`src/rtl/lane_pkg.sv`:
```
// Shared lane definitions: default lane count, value type and the cyclic next-enabled-lane search.
package lane_pkg;

    localparam int unsigned NUM_LANES = 9;
    localparam int unsigned DATA_W    = 32;
    localparam int unsigned MAX_LANES = 32;

    typedef logic [DATA_W-1:0] lane_data_t;

    // First set bit of mask strictly after cur, wrapping at n; returns cur itself when it is the only set bit.
    function automatic logic [4:0] next_enabled(
        input logic [4:0]           cur,
        input logic [MAX_LANES-1:0] mask,
        input int unsigned          n
    );
        logic [4:0] idx;
        logic [4:0] res;
        logic       found;
        idx   = cur;
        res   = cur;
        found = 1'b0;
        for (int unsigned i = 0; i < MAX_LANES; i++) begin
            if (i < n) begin
                idx = (32'(idx) == n - 32'd1) ? 5'd0 : idx + 5'd1;
                if (!found && mask[idx]) begin
                    res   = idx;
                    found = 1'b1;
                end
            end
        end
        return res;
    endfunction

endpackage

```
`src/rtl/sync_fifo.sv`:
```
// Power-of-two synchronous FIFO with free-running wrapping pointers and a separate occupancy count.
module sync_fifo #(
    parameter int unsigned DEPTH  = 4,
    parameter int unsigned DATA_W = 32
) (
    input  logic                         clk,
    input  logic                         rst_n,
    input  logic                         push,
    input  logic                         pop,
    input  logic [DATA_W-1:0]            din,
    output logic [DATA_W-1:0]            dout,
    output logic [$clog2(DEPTH+1)-1:0]   level
);

    localparam int unsigned PW  = $clog2(DEPTH);
    localparam int unsigned LVW = $clog2(DEPTH+1);

    logic [DEPTH-1:0][DATA_W-1:0] mem_q;
    logic [PW-1:0]                wr_ptr_q, wr_ptr_d;
    logic [PW-1:0]                rd_ptr_q, rd_ptr_d;
    logic [LVW-1:0]               level_q, level_d;

    always_comb begin
        wr_ptr_d = wr_ptr_q;
        rd_ptr_d = rd_ptr_q;
        level_d  = level_q;
        if (push) wr_ptr_d = wr_ptr_q + PW'(1);
        if (pop)  rd_ptr_d = rd_ptr_q + PW'(1);
        case ({push, pop})
            2'b10:   level_d = level_q + LVW'(1);
            2'b01:   level_d = level_q - LVW'(1);
            default: level_d = level_q;
        endcase
    end

    always_ff @(posedge clk or negedge rst_n) begin
        if (!rst_n) begin
            wr_ptr_q <= '0;
            rd_ptr_q <= '0;
            level_q  <= '0;
        end else begin
            wr_ptr_q <= wr_ptr_d;
            rd_ptr_q <= rd_ptr_d;
            level_q  <= level_d;
        end
    end

    // Storage needs no reset: level gates every read of it.
    always_ff @(posedge clk) begin
        if (push) mem_q[wr_ptr_q] <= din;
    end

    assign dout  = mem_q[rd_ptr_q];
    assign level = level_q;

endmodule

```
`src/rtl/lane_dispatcher.sv`:
```
// Round-robin dispatcher: buffers a value stream and offers the head to one enabled lane at a time.
module lane_dispatcher #(
    parameter int unsigned NUM_LANES = lane_pkg::NUM_LANES,
    parameter int unsigned DATA_W    = lane_pkg::DATA_W,
    parameter int unsigned DEPTH     = 4
) (
    input  logic                                clk,
    input  logic                                rst_n,
    input  logic                                in_valid,
    output logic                                in_ready,
    input  logic [DATA_W-1:0]                   in_data,
    input  logic [NUM_LANES-1:0]                lane_en,
    output logic [NUM_LANES-1:0]                out_valid,
    input  logic [NUM_LANES-1:0]                out_ready,
    output logic [NUM_LANES-1:0][DATA_W-1:0]    out_data,
    output logic [$clog2(DEPTH+1)-1:0]          level,
    output logic [$clog2(NUM_LANES)-1:0]        cur_lane
);

    import lane_pkg::*;

    localparam int unsigned LW  = $clog2(NUM_LANES);
    localparam int unsigned LVW = $clog2(DEPTH+1);

    logic [LW-1:0]     cur_lane_q, cur_lane_d;
    logic [DATA_W-1:0] head;
    logic              push, pop, offer, hop;

    sync_fifo #(
        .DEPTH  (DEPTH),
        .DATA_W (DATA_W)
    ) u_fifo (
        .clk   (clk),
        .rst_n (rst_n),
        .push  (push),
        .pop   (pop),
        .din   (in_data),
        .dout  (head),
        .level (level)
    );

    // No bypass: a full FIFO refuses even when a pop happens in the same cycle.
    assign in_ready = (level != LVW'(DEPTH));
    assign push     = in_valid && in_ready;
    assign offer    = (level != '0) && lane_en[cur_lane_q];
    assign pop      = offer && out_ready[cur_lane_q];
    assign hop      = pop || (!lane_en[cur_lane_q] && (lane_en != '0));

    always_comb begin
        cur_lane_d = cur_lane_q;
        if (hop) cur_lane_d = LW'(next_enabled(5'(cur_lane_q), 32'(lane_en), NUM_LANES));
    end

    always_ff @(posedge clk or negedge rst_n) begin
        if (!rst_n) cur_lane_q <= '0;
        else        cur_lane_q <= cur_lane_d;
    end

    // Only the pointed-at lane sees the head; every other slice reads as zero.
    always_comb begin
        out_valid = '0;
        out_data  = '0;
        for (int unsigned k = 0; k < NUM_LANES; k++) begin
            if (offer && (cur_lane_q == LW'(k))) begin
                out_valid[k] = 1'b1;
                out_data[k]  = head;
            end
        end
    end

    assign cur_lane = cur_lane_q;

endmodule
```
`config.mk`:
```
export PLATFORM = sky130hd
export DESIGN_NAME = lane_dispatcher
export DESIGN_NICKNAME = d
export VERILOG_FILES = /design/src/rtl/lane_pkg.sv /design/src/rtl/sync_fifo.sv /design/src/rtl/lane_dispatcher.sv
export SDC_FILE = /design/constraint.sdc
export NUM_CORES = 1
export LEC_CHECK = 0
export CAP_MARGIN = 20
export CORE_ASPECT_RATIO = 2
export CORE_MARGIN = 4
export CORE_UTILIZATION = 43
export CTS_BUF_LIST = sky130_fd_sc_hd__clkbuf_2
export CTS_CLUSTER_DIAMETER = 150
export CTS_CLUSTER_SIZE = 40
export DETAILED_ROUTE_END_ITERATION = 8
export GPL_ROUTABILITY_DRIVEN = 0
export PLACE_DENSITY = 0.8
export SLEW_MARGIN = 0
export SYNTH_ARGS = -nofsm -noshare
export SYNTH_HDL_FRONTEND = slang
export SYNTH_SLANG_ARGS = --single-unit
```
`constraint.sdc`:
```
create_clock -name clk -period 8.3 [get_ports clk]
set_input_delay 1.245 -clock clk [delete_from_list [all_inputs] [get_ports clk]]
set_output_delay 1.245 -clock clk [all_outputs]
set_load 0.02 [all_outputs]
```
* Yosys cells after proc, flatten, opt, wreduce, memory -nomap -nowiden *
Cells that the tools add are included.

word-level totals
  register bits = 139
  latch bits = 0
  bits in writable memories = 0
  memory bits (read-only) = 0
  bits of input ports = 53
  output and inout bits = 305
  logic and storage cells = 179
  memories kept = 0

cells by class
  add/sub/neg operators = 13
  $mul = 0
  divide/modulo/power cells = 0
  magnitude comparators = 13
  eq/ne operators = 19
  shift operators = 0
  mux-type cells = 88
  bitwise logic cells = 0
  reduce and logical (&&, ||, !) cells = 38

operators with widths
  operator                                              count
  two-way mux 32 bit                                    11
  bitwise mux 128 bit                                   1
  two-way mux 5 bit                                     17
  binary-select mux 32 bit (select 2 bit)               1
  demux 32 bit (select 2 bit)                           1
  < comparator 5 x 6 -> 1 bit (second input constant)   9
  binary-select mux 1 bit (select 5 bit)                9
  adder 5 x 1 -> 5 bit (second input constant)          8
  equality test 5 x 4 -> 1 bit (second input constant)  8
  two-way mux 1 bit                                     36
  two-way mux 4 bit                                     9
  logical AND 1 bit                                     22
  nonzero test 9 bit                                    2
  equality test 4 x 3 -> 1 bit (second input constant)  4
  logical NOT 1 bit                                     9
  binary-select mux 1 bit (select 4 bit)                2
  equality test 4 x 2 -> 1 bit (second input constant)  2
  < comparator 2 x 3 -> 1 bit (second input constant)   2
  case mux 3 bit (2 select lines)                       1
  adder 4 x 1 -> 5 bit (second input constant)          1
  < comparator 4 x 5 -> 1 bit (second input constant)   1
  adder 2 x 1 -> 2 bit (second input constant)          2
  equality test 4 x 1 -> 1 bit (second input constant)  1
  equality test 4 bit (second input constant)           1
  11 further kinds                                      11

* Depth between registers and ports, before layout *
Gate-level depths: netlist of the first run.

  depth after elaboration = 41
  depth in mapped cells = 47
  gate-level depth less buffers = 45

* Modules after synthesis *
Synthesis of the first run repeated with hierarchy kept, for this count alone.

second synthesis, totals
  cells, all modules = 1086
  area total of the unflattened synthesis = 11094.4 um^2

modules (own cells, without submodules)
  module           times used  cells each  area an instance (um^2)  seq. area each (um^2)
  lane_dispatcher  1           887         6050.8                   100.1
  sync_fifo        1           199         5043.6                   4018.9

* Least setup slack after synthesis of the first run *
No wires, ideal clock.

  kind = register -> register
  start = register cur_lane_q[1] (netlist: cur_lane[1])
  end = register cur_lane_q[0] (netlist: cur_lane[0])
  setup time = 0.126 ns
  data arrival time = 8.649 ns
  required time = 8.174 ns
  setup slack = -0.475 ns
  stages on the path, launching flop included = 46
  path buffers = 2
  period minus slack after synthesis = 8.775 ns
  cell sequence = dfrtp_1 -> inv_1 -> ha_1 -> buf_6 -> a21oi_1 -> inv_2 -> ha_1 -> and2_1 -> a22o_1 -> buf_2 -> nor2_2 -> inv_1 -> ha_1 -> nand2_1 -> o32a_1 -> nor2_1 -> nor2_2 -> inv_1 -> (+10 left out) -> nor3_4 -> nor2_4 -> inv_2 -> ha_1 -> nor2b_1 -> o2bb2ai_1 -> a21oi_2 -> inv_1 -> ha_1 -> a31oi_4 -> inv_1 -> ha_1 -> o211ai_1 -> nor2b_1 -> or4_1 -> a31oi_1 -> nor3_1 -> a221o_1

on the way
  cells in the longest elaborated chain, start to end = 38
  elaborated cells between the ends (all ways) = 105
  classes of those cells = add/sub: 9; eq/ne: 9; mux: 64; reduce/logical: 23

ends and longest elaborated chain
  element                                                        line                   RTL
  start, declared                                                lane_dispatcher.sv:25  logic [LW-1:0] cur_lane_q, cur_lane_d;
  start signal, assigned                                         lane_dispatcher.sv:56  else cur_lane_q <= cur_lane_d;
  branches (longest 38 deep; another with adder 4 x 1 -> 5 bit)  n/a

Several ways; the timed one is not identified. The select of a mux whose other input is x is not followed.
A chain may end at the register's enable or synchronous reset.

* Final worst setup path of the first run *
Same ends and word-level chain as after synthesis.

==> flow_metrics.py, run 1 <==
metrics = {
    "setup_path": {
        "cpMostUsedCell": "sky130_fd_sc_hd__ha_1",
        "worstSetupPathType": "reg -> reg",
        "critPathSlowestCell": "sky130_fd_sc_hd__dfrtp_2",
        "critPathRequiredTime_ps": 8830,
        "max_stage_delay_ps": 500,
        "cp-end-kind": "register",
        "worst-path-buf-inv": 7,
        "crit_fanout": 12,
        "crit_family": "compound AO/OA/AOI/OAI gates",
        "critical_path_arrival_ps": 8360,
        "startpoint_type": "register",
    },
    "global_route": {
        "grt_pass1_vias": 10291,
        "grtUsageTotal": 0.296,
        "grt_antenna_before_repair": 1,
        "grt-ovfl-total": 0,
        "grt_first_pass_wirelength_mm": 58.7,
        "grt_start_max_net_pins": 57,
    },
    "clock_network": {
        "cts_h_tree_depth": 4,
        "cts_buffers": 25,
        "clock_tree_from_tritoncts": "yes",
        "post-cts-setup-buffer-count": 0,
        "clock_slew_at_reported_path_ffs_ps": 200,
        "clock_latency_ps": 660,
        "numClockSinks": 139,
        "cts_buffer_depth": 3,
        "hold_buffers": 0,
        "root_buffer": "sky130_fd_sc_hd__clkbuf_2",
        "resized_gates_after_cts": 0,
    },
    "layout": {
        "layout_commonest_cell": "sky130_fd_sc_hd__clkdlybuf4s50_1",
        "design.final.nets": 1563,
        "final_layout_size_suffix_gt1_frac": 0.137,
        "top_library_cells_by_usage_in_the_layout_fill_and_taps_aside": "sky130_fd_sc_hd__clkdlybuf4s50_1, sky130_fd_sc_hd__nor2_1, sky130_fd_sc_hd__edfxtp_1",
        "area_growth_pct": 42.7,
    },
    "detailed_routing": {
        "drt_first_iter_violations": 829,
        "detailed_route_vias_per_instance": 5.96,
        "drt-wirelength-per-cell_um": 23.0,
        "vias": 10586,
        "dr.pass1.iters": 7,
        "wirelength_mm": 40.8,
        "drc": 0,
        "number_of_nets_with_antenna_violations_after_routing": 0,
    },
    "sta": {
        "hold_violations": 0,
        "report.final.slew_viol_count": 0,
        "total_negative_setup_slack_ps": 0,
        "fmaxAchievable_mhz": 128,
        "slew-limit-headroom": 0.196,
        "worst_pin_slew_ps": 1200,
        "report.final.setup_viol": 0,
        "final_period_minus_worst_setup_slack_ps": 7840,
        "fin_worst_skew_ps": 66.8,
        "final_min_period_over_clock_period": 0.944,
    },
    "floorplanning": {
        "rows": 79,
        "die_y_um": 225,
        "die-area_mm2": 0.0263,
        "initial_utilization": 0.437,
        "fp.coreArea_mm2": 0.0232,
        "design.portCount": 358,
        "die_width_um": 117,
    },
    "synthesis": {
        "synth-edff-count": 128,
        "synth.yosys.seq_area_share": 0.406,
        "synthCells": 1120,
        "synth_largest_area_cell": "sky130_fd_sc_hd__edfxtp_1",
        "yosys.cell_types.count": 103,
        "synth_top_flop_cell": "sky130_fd_sc_hd__edfxtp_1",
        "post_synth_instance_area_mm2": 0.0101,
        "postSynthNetCount": 1198,
        "synth.top_cells.by_area": "sky130_fd_sc_hd__edfxtp_1, sky130_fd_sc_hd__nor2_1, sky130_fd_sc_hd__mux2i_1, sky130_fd_sc_hd__mux2_2, sky130_fd_sc_hd__nand2_1",
        "synth_top_cell_area_share": 0.379,
        "syn_avg_cell_area_um2": 9.06,
        "synthArstFlopShare": 0.0791,
        "ys_warn_count": 0,
        "yosys_register_bits": 139,
    },
    "placed_design": {
        "half_perimeter_wire_length_after_placement_mm": 30.6,
        "port_buffers": 357,
    },
    "hold_path": {
        "hold_path.class": "reg -> reg",
    },
    "outcome": {
        "status": "complete, no violations",
    },
    "flow_run": {
        "cap_viol_max_count": 0,
    },
}
[final timing paths]
kind	end	slack [ps]	start	cells after the start
worst max-delay path	cur_lane[0]	460	cur_lane[1]	40
worst min-delay path	u_fifo.level[2]	530	u_fifo.level[2]	1
worst max register to register	cur_lane[0]	460	cur_lane[1]	40
worst min register to register	u_fifo.level[2]	530	u_fifo.level[2]	1
max in group asynchronous	u_fifo.rd_ptr_q[1]	6920	rst_n	1
min in group asynchronous	u_fifo.level[2]	910	rst_n	1
[cells in the mapped netlist, types with 9 or more instances]
cell type and instances:
sky130_fd_sc_hd__a21oi_1 24, sky130_fd_sc_hd__o21ai_1 14, sky130_fd_sc_hd__nor3_1 19, sky130_fd_sc_hd__clkbuf_1 48, sky130_fd_sc_hd__buf_1 9, sky130_fd_sc_hd__o21ai_0 38, sky130_fd_sc_hd__a31oi_1 13, sky130_fd_sc_hd__nor2_1 323
sky130_fd_sc_hd__mux2_2 40, sky130_fd_sc_hd__nand2_1 86, sky130_fd_sc_hd__xnor2_1 14, sky130_fd_sc_hd__inv_1 37, sky130_fd_sc_hd__nand3_1 20, sky130_fd_sc_hd__ha_1 24, sky130_fd_sc_hd__o211ai_1 15, sky130_fd_sc_hd__dfrtp_1 11
sky130_fd_sc_hd__mux2i_1 58, sky130_fd_sc_hd__edfxtp_1 128
[layer usage]
metal	global-route usage	vias to the layer above	wire, µm
met2	0.549	729	21500
met1	0.306	4954	13400
met4	0.160	0	2450
li1	-	4715	-
met3	0.0492	188	3540
met5	0	-	0
[per-stage QoR]
step                      instance area, µm²  setup slack, ps  hold WS, ps   util  cells
after floorplan                        10200             14.9          580      -   1120
after global placement                 14200              449          515  0.610   1734
final                                  14500              465          532  0.623   1775
after global routing                   14500            -38.1          581  0.623   1775
after CTS                              14400              115          538  0.620   1771
after detailed placement               14200              161          510  0.612   1738
[sequential cells by signal, indices dropped and copies added (netlist names)]
name             cells
cur_lane             4
u_fifo.level         3
u_fifo.mem_q       128
u_fifo.rd_ptr_q      2
u_fifo.wr_ptr_q      2
[logic make-up after synthesis]
logic type / share of synthesized area
compound gates: 0.140
mux: 0.117
simple gates: 0.226
buf+inv: 0.0434
flops: 0.406
xor+xnor: 0.0358
fa+ha+maj: 0.0316
[cell type report]
cell class	count	area, µm²
tap	283	354
fill	1938	8750
timing repair buffer	406	3950
clock inverter	7	55.1
multi-input combinational	873	5710
clock buffer	26	130
antenna	1	2.50
sequential	139	4130
inverter	40	153
Power of run 1 is not shown: default switching activity piles up to over one toggle a cycle in this logic, so the estimate is an artifact.
==> run 2: changes to the inputs <==
ABC_CLOCK_PERIOD_IN_PS = 8300   (was default)
HOLD_SLACK_MARGIN = 0.08   (was default)
==> results of run 2 <==
Final layout, timing and power as in run 1 (identical DEF).
Power of run 2 is left out for the same reason.
